`src/rtl/alu_pkg.sv`:
```
// Shared definitions for the ALU issue stage: opcodes, operand width and the
// packed command record carried through the command FIFO.
package alu_pkg;

   localparam int ALU_W = 4;

   localparam logic [1:0] OP_AND = 2'b00;
   localparam logic [1:0] OP_OR  = 2'b01;
   localparam logic [1:0] OP_ADD = 2'b10;
   localparam logic [1:0] OP_SUB = 2'b11;

   typedef struct packed {
      logic [ALU_W-1:0] a;
      logic [ALU_W-1:0] b;
      logic [1:0]       sel;
   } alu_cmd_t;

   localparam alu_cmd_t CMD_ZERO = '{a: 4'h0, b: 4'h0, sel: 2'b00};

endpackage

```
`src/rtl/alu_cmd_fifo.sv`:
```
// Command FIFO for the ALU issue stage; DEPTH must be a power of two >= 2.
// Occupancy is a DEPTH+1 state counter, pointers wrap modulo DEPTH.
module alu_cmd_fifo
   import alu_pkg::*;
#(
   parameter int DEPTH = 4
) (
   input  logic     clk,
   input  logic     rst_n,
   input  logic     push,
   input  alu_cmd_t wr_data,
   input  logic     pop,
   output logic     full,
   output logic     empty,
   output alu_cmd_t head
);

   localparam int PTR_W = $clog2(DEPTH);
   localparam int OCC_W = $clog2(DEPTH + 1);
   localparam logic [OCC_W-1:0] OCC_FULL = OCC_W'(DEPTH);

   alu_cmd_t         mem_r [DEPTH];
   logic [PTR_W-1:0] wr_ptr_r;
   logic [PTR_W-1:0] rd_ptr_r;
   logic [OCC_W-1:0] occ_r;
   logic             push_ok_s;
   logic             pop_ok_s;

   // Over/underflow requests are ignored so the pointers can never corrupt.
   assign full      = (occ_r == OCC_FULL);
   assign empty     = (occ_r == {OCC_W{1'b0}});
   assign push_ok_s = push & ~full;
   assign pop_ok_s  = pop & ~empty;
   assign head      = mem_r[rd_ptr_r];

   // Entry storage, written at the write pointer on an accepted push.
   always_ff @(posedge clk or negedge rst_n) begin
      if (!rst_n) begin
         for (int i = 0; i < DEPTH; i++) begin
            mem_r[i] <= CMD_ZERO;
         end
      end else if (push_ok_s) begin
         mem_r[wr_ptr_r] <= wr_data;
      end
   end

   // Pointer and occupancy bookkeeping.
   always_ff @(posedge clk or negedge rst_n) begin
      if (!rst_n) begin
         wr_ptr_r <= {PTR_W{1'b0}};
         rd_ptr_r <= {PTR_W{1'b0}};
         occ_r    <= {OCC_W{1'b0}};
      end else begin
         if (push_ok_s) begin
            wr_ptr_r <= wr_ptr_r + PTR_W'(1);
         end
         if (pop_ok_s) begin
            rd_ptr_r <= rd_ptr_r + PTR_W'(1);
         end
         case ({push_ok_s, pop_ok_s})
            2'b10:   occ_r <= occ_r + OCC_W'(1);
            2'b01:   occ_r <= occ_r - OCC_W'(1);
            default: occ_r <= occ_r;
         endcase
      end
   end

endmodule

```
`src/rtl/alu_issue_stage.sv`:
```
// Issue stage around a combinational 4-bit ALU: command FIFO, response holding
// register with valid/ready, and an optional carry counter (ALU_ISSUE_CNT_EN).
module alu_issue_stage
   import alu_pkg::*;
#(
   parameter int DEPTH = 4
`ifdef ALU_ISSUE_CNT_EN
   ,
   parameter int CNT_W = 8
`endif
) (
   input  logic             clk,
   input  logic             rst_n,
   input  logic             cmd_valid,
   output logic             cmd_ready,
   input  logic [ALU_W-1:0] cmd_a,
   input  logic [ALU_W-1:0] cmd_b,
   input  logic [1:0]       cmd_sel,
   output logic [ALU_W-1:0] alu_a,
   output logic [ALU_W-1:0] alu_b,
   output logic [1:0]       alu_sel,
   input  logic [ALU_W-1:0] alu_result,
   input  logic             alu_carry,
   output logic             rsp_valid,
   input  logic             rsp_ready,
   output logic [ALU_W-1:0] rsp_result,
   output logic             rsp_carry,
   output logic [1:0]       rsp_sel
`ifdef ALU_ISSUE_CNT_EN
   ,
   input  logic             cnt_clr,
   output logic [CNT_W-1:0] carry_cnt
`endif
);

   alu_cmd_t         wr_cmd_s;
   alu_cmd_t         head_s;
   logic             full_s;
   logic             empty_s;
   logic             push_s;
   logic             issue_s;
   logic             rsp_valid_r;
   logic [ALU_W-1:0] rsp_result_r;
   logic             rsp_carry_r;
   logic [1:0]       rsp_sel_r;

   assign wr_cmd_s  = '{a: cmd_a, b: cmd_b, sel: cmd_sel};
   assign cmd_ready = ~full_s;
   assign push_s    = cmd_valid & ~full_s;
   // A held response may be replaced in the same cycle it is drained.
   assign issue_s   = ~empty_s & (~rsp_valid_r | rsp_ready);

   alu_cmd_fifo #(
      .DEPTH (DEPTH)
   ) u_fifo (
      .clk     (clk),
      .rst_n   (rst_n),
      .push    (push_s),
      .wr_data (wr_cmd_s),
      .pop     (issue_s),
      .full    (full_s),
      .empty   (empty_s),
      .head    (head_s)
   );

   // Present the FIFO head to the ALU, zero when nothing is queued.
   always_comb begin
      alu_a   = {ALU_W{1'b0}};
      alu_b   = {ALU_W{1'b0}};
      alu_sel = 2'b00;
      if (!empty_s) begin
         alu_a   = head_s.a;
         alu_b   = head_s.b;
         alu_sel = head_s.sel;
      end else begin
         alu_a   = {ALU_W{1'b0}};
         alu_b   = {ALU_W{1'b0}};
         alu_sel = 2'b00;
      end
   end

   // Response holding register with valid/ready handshake.
   always_ff @(posedge clk or negedge rst_n) begin
      if (!rst_n) begin
         rsp_valid_r  <= 1'b0;
         rsp_result_r <= {ALU_W{1'b0}};
         rsp_carry_r  <= 1'b0;
         rsp_sel_r    <= 2'b00;
      end else if (issue_s) begin
         rsp_valid_r  <= 1'b1;
         rsp_result_r <= alu_result;
         rsp_carry_r  <= alu_carry;
         rsp_sel_r    <= head_s.sel;
      end else if (rsp_valid_r && rsp_ready) begin
         rsp_valid_r  <= 1'b0;
      end
   end

   assign rsp_valid  = rsp_valid_r;
   assign rsp_result = rsp_result_r;
   assign rsp_carry  = rsp_carry_r;
   assign rsp_sel    = rsp_sel_r;

`ifdef ALU_ISSUE_CNT_EN
   logic [CNT_W-1:0] carry_cnt_r;

   // Saturating count of issued results with carry set; clear wins.
   always_ff @(posedge clk or negedge rst_n) begin
      if (!rst_n) begin
         carry_cnt_r <= {CNT_W{1'b0}};
      end else if (cnt_clr) begin
         carry_cnt_r <= {CNT_W{1'b0}};
      end else if (issue_s && alu_carry && (carry_cnt_r != {CNT_W{1'b1}})) begin
         carry_cnt_r <= carry_cnt_r + CNT_W'(1);
      end
   end

   assign carry_cnt = carry_cnt_r;
`endif

endmodule

```
`config.mk`:
```
export PLATFORM = sky130hd
export DESIGN_NAME = alu_issue_stage
export DESIGN_NICKNAME = d
export VERILOG_FILES = /design/src/rtl/alu_pkg.sv /design/src/rtl/alu_cmd_fifo.sv /design/src/rtl/alu_issue_stage.sv
export SDC_FILE = /design/constraint.sdc
export NUM_CORES = 1
export LEC_CHECK = 0
export BUFFER_PORTS_ARGS = -buffer_cell sky130_fd_sc_hd__buf_2
export CAP_MARGIN = 25
export CORE_ASPECT_RATIO = 1.2
export CORE_MARGIN = 2
export CORE_UTILIZATION = 60
export DETAILED_ROUTE_END_ITERATION = 6
export GPL_ROUTABILITY_DRIVEN = 0
export PLACE_DENSITY = 0.88
export SYNTH_ARGS = -nofsm -noshare
export SYNTH_HDL_FRONTEND = slang
export SYNTH_SLANG_ARGS = --single-unit
```
`constraint.sdc`:
```
create_clock -name clk -period 4.06 [get_ports clk]
set_input_delay 0.203 -clock clk [delete_from_list [all_inputs] [get_ports clk]]
set_output_delay 0.203 -clock clk [all_outputs]
set_load 0.02 [all_outputs]
```
-- After elaboration in Yosys (flattened, before gate mapping)
Index checks and enable logic that the tools add are counted.
- reductions and logical operators: 5
- muxes and demuxes: 12
- add/subtract/negate cells: 4
- bitwise gates (word level): 10
- order comparisons: 3
- equality and inequality tests: 3
- operators by type and width (cell ; number):
    bitwise mux 40 bit ; 1
    2-to-1 mux 10 bit ; 3
    binary-select mux 10 bit (select 2 bit) ; 1
    demux 10 bit (select 2 bit) ; 1
    2-to-1 mux 4 bit ; 2
    >= comparator 3 bit (second input constant) ; 2
    NOT 2 -> 3 bit ; 2
    one-hot mux 3 bit (2 select lines) ; 1
    adder 2 x 1 -> 2 bit (second input constant) ; 2
    bitwise AND 1 bit ; 4
    nonzero test 2 bit ; 2
    adder 3 x 1 -> 3 bit (second input constant) ; 1
    == test 3 bit (second input constant) ; 1
    zero test 3 bit ; 1
    < comparator 3 x 1 -> 1 bit (second input constant) ; 1
    NOT 1 bit ; 3
    subtractor 3 x 1 -> 3 bit (second input constant) ; 1
    == test 2 x 1 -> 1 bit (second input constant) ; 1
    == test 2 bit (second input constant) ; 1
    logical AND 1 bit ; 2
    2-to-1 mux 1 bit ; 2
    2-to-1 mux 2 bit ; 1
    bitwise OR 1 bit ; 1
- input port bits: 19
- bits in registers: 55
- logic and storage cells: 56
- output and inout port bits: 19

-- Logic depth before layout (Yosys ltp)
Gate-level depths: netlist (run 1).
- depth after elaboration: 6
- depth in mapped cells: 9
- gate-level depth less buffers: 8

-- Modules after synthesis
A second synthesis (run 1) with hierarchy kept.
- cell total of the unflattened synthesis: 164
- area total of the unflattened synthesis: 2503.7 µm²
- by module, submodules not included (module ; times used ; area an instance (µm²) ; cells each ; seq. area each (µm²)):
    alu_cmd_fifo ; 1 ; 2119.5 ; 132 ; 1176.1
    alu_issue_stage ; 1 ; 384.1 ; 32 ; 200.2

-- Least setup slack after synthesis (run 1)
OpenSTA, ideal clock, no wires.
- kind: register to register
- start point: reg u_fifo.occ_r[0]
- end point: reg u_fifo.occ_r[2]
- buffers on the path: 1
- setup time: 0.079 ns
- arrival: 2.014 ns
- data required time: 3.981 ns
- cell stages (with the launch flop): 10
- path slack: 1.967 ns
- clock period less this slack: 2.093 ns
- path through: dfrtp_1 > or3b_1 > buf_6 > nand2_1 > ha_1 > inv_1 > fa_1 > xor2_1 > nor2_1 > xor2_1
- word-level cells in the longest chain between the ends: 6
- elaborated cells between the ends (all ways): 14
- those cells by class: add/sub: 2; eq/ne: 3; mux: 1; bitwise: 6; reduce/logical: 2
- RTL lines (item ; line ; source):
    from (decl) ; alu_cmd_fifo.sv:25 ; logic [OCC_W-1:0] occ_r;
    from (signal assigned) ; alu_cmd_fifo.sv:52 ; occ_r <= {OCC_W{1'b0}};
    from (signal assigned) ; alu_cmd_fifo.sv:61 ; 2'b10: occ_r <= occ_r + OCC_W'(1);
    from (signal assigned) ; alu_cmd_fifo.sv:62 ; 2'b01: occ_r <= occ_r - OCC_W'(1);
    == test 3 bit (*) ; alu_cmd_fifo.sv:30 ; assign full = (occ_r == OCC_FULL);
    NOT 1 bit (*) ; - ;
    named net cmd_ready ; alu_issue_stage.sv:15 ; output logic cmd_ready,
    bitwise AND 1 bit ; alu_issue_stage.sv:49 ; assign push_s = cmd_valid & ~full_s;
    bitwise AND 1 bit (*) ; alu_cmd_fifo.sv:32 ; assign push_ok_s = push & ~full;
    == test 2 x 1 -> 1 bit or == test 2 bit (tied branches) ; alu_cmd_fifo.sv:60 ; case ({push_ok_s, pop_ok_s})
    one-hot mux 3 bit (2 select lines) or nonzero test 2 bit (tied branches) ; - ;
Mark *: on every way through the listed nets, which the timed path passes. The rest lies on a longest branch.
A chain may end at the register's enable or synchronous reset.

-- Final worst setup path (run 1)
- start point: reg u_fifo.occ_r[0]
- end point: reg u_fifo.occ_r[2]
- word-level cells in the longest chain between the ends: 6
- elaborated cells between the ends (all ways): 14
- those cells by class: add/sub: 2; eq/ne: 3; mux: 1; bitwise: 6; reduce/logical: 2
- RTL lines (item ; line):
    == test 3 bit or zero test 3 bit (tied branches) ; alu_cmd_fifo.sv:30, alu_cmd_fifo.sv:31
    NOT 1 bit, on equally long branches ; -
    bitwise AND 1 bit, on equally long branches ; alu_issue_stage.sv:49, alu_issue_stage.sv:51
    bitwise AND 1 bit, on equally long branches ; alu_cmd_fifo.sv:32, alu_cmd_fifo.sv:33
    == test 2 x 1 -> 1 bit or == test 2 bit (tied branches) ; alu_cmd_fifo.sv:60
    one-hot mux 3 bit (2 select lines) or nonzero test 2 bit (tied branches) ; -
Parallel ways exist; a longest one is shown, timed or not.

==> results.md, run 1 <==
* Yosys warns at 0
* Number of global-route vias before repair at 1557
* CTS Hold Bufs at 1
* Filler instances at 290
* Cell area after layout at 0.00289 sq mm
* Yosys reg bits at 55
* Peak VDD IR at 0.461 mV
* Commonest cells post-synth: 55 x dfrtp_1, 45 x mux2_2, 11 x nor2b_1, 10 x mux4_2
* Leakage at approximately 1.3 nW
* Num CTS Buffers at 5
* Synthesized cell area at 0.00252 sq mm
* Total clock sinks at 55
* Status: finished clean
* Worst r2r src: u_fifo.occ_r[0]$_DFFE_PN0P_
* Initial antenna violation count at 0
* Pwr dens at between 900 and 1000 mW/mm^2
* Synthesized area per cell at 15.9 sq um
* CP arrival at 2.84 ns
* Worst slew pin tran at about 0.74 ns
* DR pass1 iterations at 4
* Clock-pin slew on the worst setup and hold paths at 0.10 ns
* Clk_skew at approximately 0.0089 ns
* Worst Setup Path Type: reg -> reg
* Final setup vio count at 0
* Register area share after synthesis at 0.546
* CTS resizes at 0
* CP Data Required Time at 4.30 ns
* Synth cell types at 22
* Iteration-0 DRC Markers at 43
* Setup_tns at 0 ns
* Hold Crit Endpoint: rsp_result[1]$_DFFE_PN0P_
* Post-Synthesis Cells at 159
* Headroom to the max-slew limit at 0.506
* Syn_nets at 184
* Port Buf Inserts at 37
* RSZ-0062 raised after global routing: false
* Worst hold path startpoint: alu_result[1]
* Via density at 5.62
* Worst-Skew Late Latency at around 0.31 ns
* Fmax at 0.384 GHz
* Die H at 75.0 um
* Placement Setup Slack at 1.47 ns
* Initial core utilization at 0.630
* Crit-path max FO at 13
* N_diodes at 0
* CTS Buffer Depth at 2
* DR vias at 1433
* Reg area at approximately 0.0014 sq mm
* First-pass GRT wire length at 7730 um
* Sw frac at 0.365
* Placed cell areas at around 0.0028 sq mm
* P_sw at 0.953 mW
* Post-DP HPWL at 3430 um
* Async set or reset register ratio after synthesis at 1.00
* Clk pwr share at 0.143
* Global route overflow at 0
* Total GRT Usage at 0.225
* WL per Instance at about 18 um
* Setup repair bufs after CTS at 0
* H-Tree Depth at 2
* Final hold vios at 0
* Flop2flop setup slack at 1.46 ns
* Crit end category: flip-flop
* # IOs at 38
* Max-slew violation count at 0
* Total Power at 2.61 mW
* Multi-input gate area at ~0.0011 sq mm
* Row cnt at 25
* Share of post-route cells with drive strength above 1 at 0.527
* Hold Path Class: in -> reg
* Synth area leaders: dfrtp_1 55%, mux2_2 20%, mux4_2 8.9%
* Fin nets at 225
* Full die area at roughly 0.0047 sq mm
* Die width at 63.2 um
* CTS tree: yes
* DRC viols at 0
* Setup WS post-layout at 1.46 ns
* Hold Crit Depth at 2
* Combinational share of power at 0.461
* R2R cell count at 9
* Internal power at 1.65 mW
* Biggest area consumer among synthesized cells: dfrtp_1
* Ys flop type: dfrtp_1
* Antenna violation net count after detailed routing at 0
* Most frequent cell after synthesis: dfrtp_1
* Area grow syn2layout at 14.7%
* Post-synth EDFFs at 0
* Crit path launch type: flip-flop
* Root buffer cell: clkbuf_8
* Max-cap violation count at 0
* R2R Path End: u_fifo.occ_r[2]$_DFFE_PN0P_
* Synth top area share at 0.546
* Final worst path period need at 2.60 ns
* Detailed Route WL at around 4700 um
* Largest net degree at the start of global routing at 42
* Core area at 0.00400 sq mm
* Seq pwr share at 0.396
* Period utilization at 0.641
layout by cell type, fill, tap and decap left out, types with 2 or more instances in the layout:
master / netlist / layout
nand2_1: 2 / 2
xnor2_1: 2 / 2
nand3_4: 4 / 4
mux4_2: 10 / 10
nor2b_1: 11 / 11
mux2_2: 45 / 45
inv_1: 5 / 5
dfrtp_1: 55 / 55
buf_2: 3 / 37
clkbuf_8: 0 / 6
mux2_1: 3 / 3
xor2_1: 4 / 4
ha_1: 5 / 5
worst max-delay path by stage:
stage	from	slack, ns	endpoint	depth (start not counted)
global route	u_fifo.occ_r[0]$_DFFE_PN0P_	1.22	u_fifo.occ_r[2]$_DFFE_PN0P_	9
global placement	u_fifo.occ_r[0]$_DFFE_PN0P_	1.68	u_fifo.occ_r[2]$_DFFE_PN0P_	9
CTS	u_fifo.occ_r[0]$_DFFE_PN0P_	1.42	u_fifo.occ_r[2]$_DFFE_PN0P_	9
floorplan	u_fifo.occ_r[0]$_DFFE_PN0P_	1.97	u_fifo.occ_r[2]$_DFFE_PN0P_	9
detailed placement	u_fifo.occ_r[0]$_DFFE_PN0P_	1.47	u_fifo.occ_r[2]$_DFFE_PN0P_	9
finish	u_fifo.occ_r[0]$_DFFE_PN0P_	1.46	u_fifo.occ_r[2]$_DFFE_PN0P_	9
critical path: stages, from the launching register on:
cell     delay (ns)
dfrtp_1        0.43
nor3_1         0.08
buf_4          0.19
nor2b_1        0.58
ha_1           0.34
inv_1          0.07
fa_1           0.39
xor2_1         0.16
nor2_1         0.11
xor2_1         0.18
cell type report:
class | count | area share
clock buffer | 6 | 0.0285
sequential | 55 | 0.476
tap | 54 | 0.0234
timing repair buffer | 40 | 0.0770
multi-input combinational | 93 | 0.377
inverter | 5 | 0.00649
clock inverter | 2 | 0.0121
power by group through the flow:
stage / logic [mW] / registers [mW] / clock network, mW
after floorplan: 0.923 / 0.979 / 0
after global placement: 1.16 / 1.01 / 0
after detailed placement: 1.21 / 1.04 / 0
after CTS: 1.22 / 1.03 / 0.380
after global routing: 1.29 / 1.07 / 0.402
final: 1.20 / 1.03 / 0.373
layer usage:
| metal | global-route usage | share of wire |
|---|---|---|
| met4 | 0.104 | 0.015 |
| met5 | 0 | 0 |
| met1 | 0.253 | 0.38 |
| met2 | 0.411 | 0.55 |
| met3 | 0.0538 | 0.047 |
cells by family after synthesis:
family,synth area share
multiplexers,0.308
flip-flops,0.546
AND/OR/NAND/NOR,0.0709
buffers and inverters,0.0223
XOR/XNOR,0.0208
adder cells (fa/ha/maj),0.0327
state kept, by name, summed over array words and instances, names as in the netlist:
signal           cells
u_fifo.rd_ptr_r      2
u_fifo.mem_r        40
rsp_valid            1
rsp_sel              2
rsp_result           4
rsp_carry            1
u_fifo.wr_ptr_r      2
u_fifo.occ_r         3
per-stage QoR:
| step | cells | hold slack, ns | util |
|---|---|---|---|
| after floorplan | 159 | -0.0926 | - |
| after global placement | 245 | 0.435 | 0.686 |
| after detailed placement | 246 | 0.132 | 0.691 |
| after CTS | 255 | 0.111 | 0.723 |
| after global routing | 255 | 0.117 | 0.723 |
| final | 255 | 0.117 | 0.723 |
Power figures use the tool's default switching activity.
==> inputs of run 2 (changes only) <==
Settings changed: CORE_UTILIZATION 60 to 56, PLACE_DENSITY 0.88 to 0.84.
Clock period 4.06 ns to 2.66 ns, I/O delays scaled along.
==> results.md, run 2 (same netlist as run 1, synthesis figures left out) <==
* Setup repair bufs after CTS at 0
* Max-slew violation count at 0
* Status: finished clean
* Final setup vio count at 0
* CP Cell Sequence: or3b_1, nand2_1, ha_1, inv_1, fa_1, xor2_1, nor2_1, xor2_1
* Antenna violation net count after detailed routing at 0
* RSZ-0062 raised after global routing: false
* DR vias at ~1400
* CTS tree: yes
* Filler instances at 314
* Clk_skew at 0.00473 ns
* Num CTS Buffers at 5
* Initial antenna violation count at 0
* Clock-pin slew on the worst setup and hold paths at roughly 0.1 ns
* Core area at 0.00429 sq mm
* Crit end category: flip-flop
* Placed Cells at 251
* R2R cell count at 8
* Port Buf Inserts at 37
* N_diodes at 0
* Worst Setup Path Type: reg -> reg
* Total GRT Usage at 0.194
* Area grow syn2layout at 15.8%
* Leakage at between 1 and 1.5 nW
* Full die area at 0.00506 sq mm
* Root buffer cell: clkbuf_8
* H-Tree Depth at 2
* Initial core utilization at 0.587
* Iteration-0 DRC Markers at between 70 and 80
* Max reg flops at 40
* DR pass1 iterations at 4
* Most repeated library cell on the critical path: xor2_1
* Row cnt at 26
* Commonest non-fill, non-tap cells in the layout: 55 x dfrtp_1, 45 x mux2_2, 37 x buf_2
* Via density at 5.55
* Period utilization at 0.797
* First-pass GRT wire length at between 7000 and 8000 um
* Crit path largest cell delay at 0.41 ns
* Final worst path period need at ~2.1 ns
* Share of post-route cells with drive strength above 1 at 0.534
* # IOs at 38
* CP Data Required Time at 2.90 ns
* Total clock sinks at 55
* Die width at 65.3 um
* Hold Crit Depth at 2
* Crit-path max FO at 3
* DRC viols at 0
* Max-cap violation count at 0
* Number of global-route vias before repair at around 1600
* WL per Instance at 17.1 um
* Die H at 77.5 um
* Largest net degree at the start of global routing at 42
* Setup_tns at 0 ns
* Fin nets at 228
* Fmax at approximately 0.47 GHz
* Pwr dens at 1360 mW/mm^2
* Global route overflow at 0
* Commonest non-fill, non-tap cell in the layout: dfrtp_1
* Crit-path slowest cell: dfrtp_1
* Peak VDD IR at ~0.77 mV
* Most flops, register: u_fifo.mem_r
* Final hold vios at 0
* Headroom to the max-slew limit at 0.646
* Crit path launch type: flip-flop
* CP arrival at 2.35 ns
* Worst-Skew Late Latency at 0.31 ns
* Detailed Route WL at 4440 um
* CTS Buffer Depth at 2
* Hold Path Class: in -> reg
* Hold Slack at 0.0454 ns
* Final cell count without fillers at 260
* Post-DP HPWL at roughly 3200 um
* Worst slew pin tran at 0.531 ns
## run 2: final timing paths
kind / start / end / slack [ns]
worst max-delay path: u_fifo.occ_r[1]$_DFFE_PN0P_ / u_fifo.occ_r[2]$_DFFE_PN0P_ / 0.54
worst min register to register: u_fifo.occ_r[2]$_DFFE_PN0P_ / u_fifo.occ_r[2]$_DFFE_PN0P_ / 0.51
worst min-delay path: alu_result[3] / rsp_result[3]$_DFFE_PN0P_ / 0.05
max in group asynchronous: rst_n / u_fifo.mem_r[25]$_DFFE_PN0P_ / 1.88
worst max register to register: u_fifo.occ_r[1]$_DFFE_PN0P_ / u_fifo.occ_r[2]$_DFFE_PN0P_ / 0.54
min in group asynchronous: rst_n / u_fifo.wr_ptr_r[1]$_DFFE_PN0P_ / 0.26
## run 2: area by class of cell
class / count / area [sq um] / area share
sequential: 55 / 1380 / 0.471
multi-input combinational: 93 / 1090 / 0.373
timing repair buffer: 43 / 245 / 0.0839
clock buffer: 6 / 82.6 / 0.0283
tap: 56 / 70.1 / 0.0240
clock inverter: 2 / 38.8 / 0.0133
inverter: 5 / 18.8 / 0.00642
## run 2: worst max-delay path, delay by kind of cell (launching register included)
| kind | cells | cell delay [ns] |
|---|---|---|
| XOR/XNOR | 2 | 0.32 |
| adder cells (fa/ha/maj) | 2 | 0.59 |
| buffers and inverters | 1 | 0.07 |
| flip-flops | 1 | 0.41 |
| AND/OR/NAND/NOR | 3 | 0.67 |
## run 2: per-stage QoR
stage	worst slack (ns)	instance area (sq um)	utilization	power [mW]
after floorplan	0.567	2520	-	2.90
after global placement	0.668	2770	0.645	3.32
after detailed placement	0.562	2790	0.650	3.44
after CTS	0.539	2920	0.680	4.02
after global routing	0.436	2920	0.680	4.22
final	0.541	2920	0.680	3.98
## run 2: power by group
part / switching [mW] / total [mW] / internal (mW)
clock: 0.272 / 0.582 / 0.310
sequential: 0.251 / 1.51 / 1.26
combinational: 0.903 / 1.89 / 0.985
total: 1.43 / 3.98 / 2.55
## run 2: what timing repair did
item / CTS / global route
gates resized for setup: 0 / 0
hold buffers: 1 / 0
hold endpoints to repair: 14 / 0
endpoints found under the setup margin: 0 / 0
## run 2: per-layer routing
layer,up-vias,track usage,share of wire
met5,-,0,0
met4,0,0.0646,0.016
met3,8,0.0420,0.049
met2,44,0.324,0.51
met1,735,0.251,0.42
li1,655,-,-
==> inputs of run 3 (changes only) <==
Settings changed: CORE_UTILIZATION 56 to 51, PLACE_DENSITY 0.84 to 0.81.
Clock period 2.66 ns to 1.9 ns, I/O delays scaled along.
==> results.md, run 3 (same netlist as run 1, synthesis figures left out) <==
* Status: finished clean
* Final hold vios at 0
* CTS Buffer Depth at 2
* Util after Layout at 0.620
* Max-slew violation count at 0
* Via density at 5.40
* Setup_tns at 0 ns
* Num CTS Buffers at 5
* N_diodes at 0
* DRC viols at 0
* Peak VDD IR at approximately 0.95 mV
* Die width at 68.2 um
* Largest net degree at the start of global routing at 56
* Initial antenna violation count at 0
* Internal power at 3.64 mW
* Total Power at roughly 5.7 mW
* Clk pwr share at 0.135
* Max-cap violation count at 0
* Final worst path period need at approximately 1.9 ns
* Fin nets at 234
* R2R cell count at 8
* Post-DP HPWL at 3080 um
* Crit-path max FO at 2
* Worst slew pin tran at 0.330 ns
* Combinational share of power at 0.490
* Seq pwr share at 0.375
* Crit path launch: u_fifo.occ_r[1]$_DFFE_PN0P_
* WL per Instance at 17.2 um
* Crit path launch type: flip-flop
* CTS tree: yes
* Area grow syn2layout at 18.8%
* DR vias at 1459
* Headroom to the max-slew limit at 0.780
* # IOs at 38
* Final setup vio count at 0
* Max reg flops at 40
* Placement Setup Slack at -0.0412 ns
* Period utilization at 0.998
* Core area at between 0.004 and 0.005 sq mm
* Clock-pin slew on the worst setup and hold paths at 0.10 ns
* Global route overflow at 0
* Port Buf Inserts at 37
* CP arrival at 2.13 ns
* Row cnt at 28
* Sw frac at 0.357
* RSZ-0062 raised after global routing: true
* P_sw at around 2.0 mW
* Iteration-0 DRC Markers at 58
* Antenna violation net count after detailed routing at 0
* DR pass1 iterations at 4
* Worst-Skew Late Latency at 0.31 ns
* Root buffer cell: clkbuf_8
* Setup crit end: u_fifo.occ_r[2]$_DFFE_PN0P_
* Commonest non-fill, non-tap cells in the layout: 54 x dfrtp_1, 45 x mux2_2, 37 x buf_2
* R2R Path End: u_fifo.occ_r[2]$_DFFE_PN0P_
* Fmax at between 0.5 and 0.6 GHz
* Worst r2r src: u_fifo.occ_r[1]$_DFFE_PN0P_
* Leakage at 1.35 nW
* H-Tree Depth at 2
* Hold Path Class: in -> reg
* Most flops, register: u_fifo.mem_r
* Die H at 81.0 um
* Pwr dens at 1890 mW/mm^2
* Clk_skew at around 0.0094 ns
* Flop2flop setup slack at 0.003 ns
* Total clock sinks at 55
* Commonest non-fill, non-tap cell in the layout: dfrtp_1
* CP Data Required Time at between 2 and 2.5 ns
* Number of global-route vias before repair at approximately 1600
* Total GRT Usage at 0.185
* Initial core utilization at 0.522
* Crit end category: flip-flop
* First-pass GRT wire length at 7310 um
* Full die area at 0.00553 sq mm
* Share of post-route cells with drive strength above 1 at 0.581
* Worst Setup Path Type: reg -> reg
* Setup WS post-layout at 0.00341 ns
* Detailed Route WL at 4640 um
==> run 3: worst max-delay path, cell delays in order (launching register included) <==
cell and delay [ns]:
dfrtp_1 0.40, or3b_4 0.42, nand2_4 0.08, ha_4 0.13, inv_2 0.04, fa_2 0.33, xor2_1 0.15, nor2_1 0.11
xor2_1 0.16
==> run 3: final cells by class <==
type,count,area (sq um)
flip-flops and latches,55,1380
clock inverters,3,43.8
fillers,388,1840
multi-input cells,93,1120
well taps,60,75.1
clock buffers,5,68.8
repair buffers,49,294
inverters,5,18.8
==> run 3: power by group through the flow <==
stage | Combinational (mW) | Sequential (mW) | Clock [mW]
5_1_grt | 3.01 | 2.19 | 0.836
3_3_place_gp | 2.66 | 2.10 | 0
6_report | 2.78 | 2.12 | 0.767
4_1_cts | 2.80 | 2.12 | 0.786
3_5_place_dp | 2.74 | 2.13 | 0
2_1_floorplan | 2.00 | 2.09 | 0
==> run 3: metal layers <==
layer,global-route usage,routed length [um],vias to the layer above
li1,-,-,659
met1,0.220,1880,763
met2,0.324,2510,29
met3,0.0332,173,8
met4,0.0800,80,0
met5,0,0,-
==> run 3: worst min-delay path by stage <==
stage	from	endpoint	slack, ns	cells past startpoint
floorplan	rst_n	rsp_carry$_DFFE_PN0P_	-0.20	0
global placement	rst_n	u_fifo.wr_ptr_r[0]$_DFFE_PN0P_	0.11	2
detailed placement	rst_n	u_fifo.occ_r[0]$_DFFE_PN0P_	0.12	2
CTS	alu_result[3]	rsp_result[3]$_DFFE_PN0P_	0.002	2
global route	alu_result[3]	rsp_result[3]$_DFFE_PN0P_	0.0004	2
finish	alu_result[3]	rsp_result[3]$_DFFE_PN0P_	0.008	2
==> run 3: through the flow <==
step | hold slack [ns] | cell area [sq um] | cells
floorplan | -0.201 | 2540 | 159
global placement | 0.115 | 2840 | 258
detailed placement | 0.115 | 2840 | 258
CTS | 0.00217 | 2980 | 269
global route | 0.000447 | 3000 | 270
finish | 0.00775 | 3000 | 270
==> run 3: timing repair <==
action	in CTS	in global routing
hold buffers	1	0
setup endpoints to repair	1	5
pin swaps	3	0
endpoints found under the hold margin	55	0
gates resized for setup	2	3
setup buffers	2	1
